## src/rtl/grf_pkg.sv

```systemverilog
// grf_pkg: shared constants and helpers for the multi-port register file.
// Optional trace output in grf_multi is enabled with GRF_TRACE_EN.
package grf_pkg;

    localparam int DATA_W_DEF = 32;
    localparam int ADDR_W_DEF = 5;
    localparam int PEND_W_DEF = 2;
    localparam int ZERO_REG   = 0;

    typedef enum logic [1:0] {
        OP_HOLD,
        OP_INC,
        OP_DEC
    } pend_op_e;

    function automatic int pend_max(input int w);
        return (1 << w) - 1;
    endfunction

endpackage

```

## src/rtl/grf_pend_ctr.sv

```systemverilog
// grf_pend_ctr: saturating pending-write counter for one register.
// Increments stop at the maximum, decrements stop at zero.
module grf_pend_ctr
    import grf_pkg::*;
#(
    parameter int W = PEND_W_DEF
) (
    input  logic         clk,
    input  logic         reset,
    input  logic         inc,
    input  logic         dec,
    output logic [W-1:0] cnt,
    output logic         nz
);

    localparam logic [W-1:0] MAX = W'(pend_max(W));

    pend_op_e op;

    // inc and dec together cancel out
    always_comb begin
        op = OP_HOLD;
        unique case (1'b1)
            (inc && !dec && cnt != MAX): op = OP_INC;
            (dec && !inc && cnt != '0):  op = OP_DEC;
            default:                     op = OP_HOLD;
        endcase
    end

    always_ff @(posedge clk) begin
        if (reset) begin
            cnt <= '0;
        end else begin
            unique case (op)
                OP_INC:  cnt <= cnt + 1'b1;
                OP_DEC:  cnt <= cnt - 1'b1;
                default: cnt <= cnt;
            endcase
        end
    end

    assign nz = |cnt;

endmodule

```

## src/rtl/grf_multi.sv

```systemverilog
// grf_multi: multi-read-port register file with bypass and pending-write scoreboard.
// Define GRF_TRACE_EN to print a trace line for every write.
module grf_multi
    import grf_pkg::*;
#(
    parameter int DATA_W = DATA_W_DEF,
    parameter int ADDR_W = ADDR_W_DEF,
    parameter int NUM_RD = 2,
    parameter int PEND_W = PEND_W_DEF
) (
    input  logic                     clk,
    input  logic                     reset,
    input  logic                     we,
    input  logic [31:0]              wpc,
    input  logic [ADDR_W-1:0]        wa,
    input  logic [DATA_W-1:0]        wd,
    input  logic                     wb_retire,
    input  logic [NUM_RD*ADDR_W-1:0] ra,
    output logic [NUM_RD*DATA_W-1:0] rd,
    output logic [NUM_RD-1:0]        rbusy,
    input  logic                     iss_valid,
    input  logic [ADDR_W-1:0]        iss_addr,
    output logic                     iss_full
);

    localparam int DEPTH = 1 << ADDR_W;
    localparam logic [ADDR_W-1:0] ZR = ADDR_W'(ZERO_REG);
    localparam logic [PEND_W-1:0] PMAX = PEND_W'(pend_max(PEND_W));
    localparam logic [PEND_W-1:0] PONE = PEND_W'(1);

    logic [DATA_W-1:0] regs [DEPTH];
    logic [DEPTH-1:0][PEND_W-1:0] cnt;
    logic [DEPTH-1:0] nz;
    logic inc;
    logic dec;

    assign cnt[0] = '0;
    assign nz[0]  = 1'b0;

    assign iss_full = (iss_addr != ZR) && (cnt[iss_addr] == PMAX);
    assign inc = iss_valid && (iss_addr != ZR) && !iss_full;
    assign dec = wb_retire && (wa != ZR) && nz[wa];

    always_ff @(posedge clk) begin
        if (reset) begin
            for (int i = 0; i < DEPTH; i++) begin
                regs[i] <= '0;
            end
        end else if (we && wa != ZR) begin
            regs[wa] <= wd;
        end
    end

    for (genvar r = 1; r < DEPTH; r++) begin : g_ctr
        grf_pend_ctr #(
            .W(PEND_W)
        ) u_ctr (
            .clk  (clk),
            .reset(reset),
            .inc  (inc && iss_addr == ADDR_W'(r)),
            .dec  (dec && wa == ADDR_W'(r)),
            .cnt  (cnt[r]),
            .nz   (nz[r])
        );
    end

    // a last pending write retiring now is covered by the bypass path
    for (genvar k = 0; k < NUM_RD; k++) begin : g_rd
        logic [ADDR_W-1:0] a;
        assign a = ra[k*ADDR_W +: ADDR_W];
        assign rd[k*DATA_W +: DATA_W] =
            (a == ZR)            ? '0 :
            (we && wa == a)      ? wd :
                                   regs[a];
        assign rbusy[k] = nz[a] &&
            !(dec && wa == a && cnt[a] == PONE);
    end

`ifndef SYNTHESIS
    always_ff @(posedge clk) begin
        if (!reset && wb_retire && wa != ZR) begin
            assert (nz[wa])
            else $warning("grf_multi: retire of reg %0d with no pending write", wa);
        end
    end
`endif

`ifdef GRF_TRACE_EN
    always_ff @(posedge clk) begin
        if (!reset && we) begin
            $display("@%h: $%d <= %h", wpc, wa, wd);
        end
    end
`else
    logic unused_wpc;
    assign unused_wpc = ^wpc;
`endif

endmodule

```

## config.mk

```make
export PLATFORM = sky130hd
export DESIGN_NAME = grf_multi
export DESIGN_NICKNAME = d
export VERILOG_FILES = /design/src/rtl/grf_pkg.sv /design/src/rtl/grf_pend_ctr.sv /design/src/rtl/grf_multi.sv
export SDC_FILE = /design/constraint.sdc
export NUM_CORES = 2
export LEC_CHECK = 0
export ABC_AREA = 0
export CORE_MARGIN = 5
export CORE_UTILIZATION = 40
export DETAILED_ROUTE_END_ITERATION = 12
export GPL_TIMING_DRIVEN = 0
export MAX_ROUTING_LAYER = met4
export PLACE_DENSITY = 0.64
export SYNTH_ARGS = -nofsm -noshare
export SYNTH_HDL_FRONTEND = slang
export SYNTH_SLANG_ARGS = --single-unit
```

## constraint.sdc

```tcl
create_clock -name clk -period 6.1 [get_ports clk]
set_input_delay 0.61 -clock clk [delete_from_list [all_inputs] [get_ports clk]]
set_output_delay 0.61 -clock clk [all_outputs]
set_load 0.03 [all_outputs]
```

==> flow_metrics.env <==
export IMPL_ys_warn_count=0
export IMPL_worstHoldPathType="reg2reg"
export IMPL_place_congestion=0.991
export IMPL_critPathMaxFanout=10
export IMPL_ys_seq_area_share_pct=52.7
export IMPL_floorplan_initialDensity_pct=40.1
export IMPL_timing_final_crit_period_ps=6380
export IMPL_ys_flop_type="sky130_fd_sc_hd__edfxtp_1"
export IMPL_seqPwrFrac_pct=46.3
export IMPL_grt_setup_unrepaired="yes"
export IMPL_setup_tns_final_ps=-1160
export IMPL_preCtsSetupSlack_ps=28.8
export IMPL_postSynth_asyncResetShare_pct=0
export IMPL_total_number_of_placement_rows=143
export IMPL_die_h_um=400
export IMPL_clkSinkCount=1086
export IMPL_finalCoreUtilization_pct=45.1
export IMPL_post_route_drc=0
export IMPL_worst_endpoint_arrival_ps=5770
export IMPL_cts_tree="yes"
export IMPL_numPortBuffers=113
export IMPL_net_switching_power_mw=5.17
export IMPL_finalSetupViolations=8
export IMPL_global_route_wire_length_before_repair_mm=337
export IMPL_timing_critical_path_slowest_stage_cell="sky130_fd_sc_hd__a211oi_1"
export IMPL_worstSetupPathType="in2out"
export IMPL_numCtsBuffers=115
export IMPL_cp_num_buf_inv=5
export IMPL_gr_total_overflow=0
export IMPL_final_layout_size_suffix_gt1_share_pct=21.8
export IMPL_max_root_sink_buffers=3
export IMPL_peakVddDrop_v=0.000250
export IMPL_grt_pass1_vias=41030
export IMPL_timing_worst_slew_pin_value_ps=1510
export IMPL_dieWidth_um=400
export IMPL_htreeDepth=3
export IMPL_grt_max_degree=33
export IMPL_run_status="finished, violations left"
export IMPL_synth_ff_latch_count=1086
export IMPL_avgRoutedWirePerCell_um=38.4
export IMPL_clock_latency_ps=770
export IMPL_netlist_instances=4131
export IMPL_critical_path_required_ps=5490
export IMPL_layout_cells_most_common_list="sky130_fd_sc_hd__edfxtp_1, sky130_fd_sc_hd__and2_1, sky130_fd_sc_hd__mux4_2, sky130_fd_sc_hd__clkbuf_1, sky130_fd_sc_hd__nor2_1"
export IMPL_power_per_cell_area_mw_per_mm2=276
export IMPL_grt_use_met1_pct=39.4
export IMPL_nNetsFinal=4513
export IMPL_globalRouteMet2Util_pct=46.6
export IMPL_vias=42875
export IMPL_postSynthAreaPerCell_sq_um=14.7
export IMPL_design_core_area_sq_mm=0.152
export IMPL_p_clk_share_pct=38.3
export IMPL_antenna_violations_before_repair=16
export IMPL_failed_checks="capacitance limit, slew limit, setup timing"
export IMPL_detail_route_wirelength_mm=250
export IMPL_syn2layout_area_growth_pct=12.5
export IMPL_globalRoute_busiestLayer="met2"
export IMPL_drt_iter0_drc=7374
export IMPL_firstDrtPassIters=7
export IMPL_worstPathCellList="clkbuf_1 > buf_2 > buf_2 > xor2_1 > nor4_1 > nand2_1 > clkbuf_1 > a211oi_1 > clkdlybuf4s50_1"
export IMPL_synth_cell_area_sq_mm=0.0608
export IMPL_grtUsageMet3_pct=10.1
export IMPL_detail_route_vias_per_cell=6.57
export IMPL_mostFrequentLayoutCell="sky130_fd_sc_hd__edfxtp_1"
export IMPL_max_stage_delay_ps=1120
export IMPL_n_fill_cell=13506
export IMPL_clk_pin_slew_worst_paths_ps=60
export IMPL_timing_hold_violations_final=0
export IMPL_post_dp_hpwl_mm=181
export IMPL_globalRouteTotalUtil_pct=31.9
export IMPL_cap_violations=1
export IMPL_fin_worst_skew_ps=23.3
export IMPL_power_share_combinational_pct=15.4
export IMPL_fmax_ghz=0.157
export IMPL_num_io_pins=156
export IMPL_die_outline_area_sq_mm=0.160
export IMPL_synth_cell_type_count=76
export IMPL_slew_viol_final=11
export IMPL_layout_setup_ws_ps=-277
export IMPL_cts_setup_buffers=0
export IMPL_final_hold_worst_slack_ps=527
export IMPL_critical_path_top_delay_family="buffers and inverters"
export IMPL_cp_end_kind="output pin"
export IMPL_slew_headroom_pct=-0.737
export IMPL_internal_power_mw=13.7
export IMPL_design_power_total_mw=18.9
export IMPL_antenna_violating_nets_remaining=0
export IMPL_swShare_pct=27.4
export IMPL_clk_root_buffer_cell="sky130_fd_sc_hd__clkbuf_16"
export IMPL_power_leakage_nw=22.6
export IMPL_critical_path_startpoint_type="input pin"
export IMPL_synth_enable_flop_cells=1024
export IMPL_min_period_over_period_pct=105
## metal layers
metal | vias up | routed length (um)
li1 | 16400 | -
met1 | 22138 | 87200
met2 | 3561 | 110000
met3 | 776 | 35700
met4 | 0 | 17200
met5 | - | 0
## kinds of logic after synthesis
kind of cell | count (synthesis) | share of synthesized area (%)
flip-flops | 1086 | 52.7
XOR/XNOR | 72 | 1.04
buffers and inverters | 494 | 3.47
multiplexers | 694 | 24.6
AND/OR/NAND/NOR | 1402 | 13.8
adder cells (fa/ha/maj) | 31 | 0.638
other | 1 | 0.00617
AO/OA/AOI/OAI | 351 | 3.80
## cell usage after synthesis, types with 4 or more instances
cell type	n	share of area (%)
sky130_fd_sc_hd__edfxtp_1	1024	51
sky130_fd_sc_hd__and2_1	999	10
sky130_fd_sc_hd__mux4_2	638	24
sky130_fd_sc_hd__clkbuf_1	308	1.9
sky130_fd_sc_hd__nor2_1	131	0.81
sky130_fd_sc_hd__buf_2	85	0.70
sky130_fd_sc_hd__a21oi_1	66	0.54
sky130_fd_sc_hd__nand2_1	63	0.39
sky130_fd_sc_hd__dfxtp_1	62	2.0
sky130_fd_sc_hd__a211oi_1	58	0.72
sky130_fd_sc_hd__o21ai_0	56	0.46
sky130_fd_sc_hd__inv_1	53	0.33
sky130_fd_sc_hd__mux2i_1	52	0.86
sky130_fd_sc_hd__a22oi_1	47	0.58
sky130_fd_sc_hd__o22ai_1	46	0.47
sky130_fd_sc_hd__xor2_1	37	0.53
sky130_fd_sc_hd__xnor2_1	35	0.50
sky130_fd_sc_hd__nor2b_1	33	0.34
sky130_fd_sc_hd__or2_2	33	0.34
sky130_fd_sc_hd__or3_1	33	0.34
sky130_fd_sc_hd__ha_1	31	0.64
sky130_fd_sc_hd__buf_4	24	0.30
sky130_fd_sc_hd__nor3b_1	22	0.27
sky130_fd_sc_hd__o211ai_1	21	0.26
sky130_fd_sc_hd__nor3_1	20	0.16
sky130_fd_sc_hd__nand3_1	19	0.16
sky130_fd_sc_hd__a31oi_1	15	0.15
sky130_fd_sc_hd__buf_1	14	0.086
sky130_fd_sc_hd__nand2b_1	10	0.10
sky130_fd_sc_hd__nand3b_1	10	0.12
sky130_fd_sc_hd__buf_6	7	0.13
sky130_fd_sc_hd__a311oi_1	5	0.072
sky130_fd_sc_hd__mux2_2	4	0.074
sky130_fd_sc_hd__o2111ai_1	4	0.058
sky130_fd_sc_hd__o311ai_0	4	0.058
## final cells by class
cell class | instances | area [sq um] | area share [%]
sequential | 1086 | 32000 | 46.8
multi-input combinational | 2582 | 26800 | 39.2
clock buffer | 144 | 3010 | 4.40
tap | 2030 | 2540 | 3.72
buffer | 439 | 1920 | 2.81
timing repair buffer | 115 | 1170 | 1.71
clock inverter | 64 | 696 | 1.02
inverter | 54 | 203 | 0.297
antenna | 12 | 30.0 | 0.0439
## power by group through the flow
stage	Combinational (mW)	Sequential (mW)	Clock, mW
finish	2.91	8.75	7.22
global route	2.92	8.78	7.45
CTS	2.80	8.73	7.16
detailed placement	2.79	8.89	0
global placement	2.79	8.86	0
floorplan	1.61	8.80	0
## worst min-delay path, stage by stage, from the launching register on
cell and delay (ps):
sky130_fd_sc_hd__dfxtp_1 340, sky130_fd_sc_hd__o21ai_0 80, sky130_fd_sc_hd__a21oi_1 60
## worst paths after layout
path	end	slack, ps	start	depth (start not counted)
max	rd[29]	-280	ra[0]	9
min	g_ctr[26].u_ctr.cnt[1]$_SDFFE_PP0P_	530	g_ctr[26].u_ctr.cnt[1]$_SDFFE_PP0P_	2
max reg2reg	g_ctr[20].u_ctr.cnt[1]$_SDFFE_PP0P_	2690	g_ctr[30].u_ctr.cnt[0]$_SDFFE_PP0P_	9
min reg2reg	g_ctr[26].u_ctr.cnt[1]$_SDFFE_PP0P_	530	g_ctr[26].u_ctr.cnt[1]$_SDFFE_PP0P_	2
## registers in the layout, summed over array words and instances, names as in the netlist
name,flops
regs,1024
g_ctr.u_ctr.cnt,62
## stage by stage
step	area (sq um)	instances
after floorplan	60900	4162
after global placement	64500	6305
after detailed placement	64600	6307
after CTS	68300	6515
after global routing	68300	6521
final	68300	6526
## what timing repair did
item / CTS / global route
hold buffers: 0 / 0
gates resized for setup: 1 / 5
hold endpoints to repair: 0 / 0
setup endpoints to repair: 3 / 7
pin swaps: 0 / 0
(Power assumes the default switching activity.)
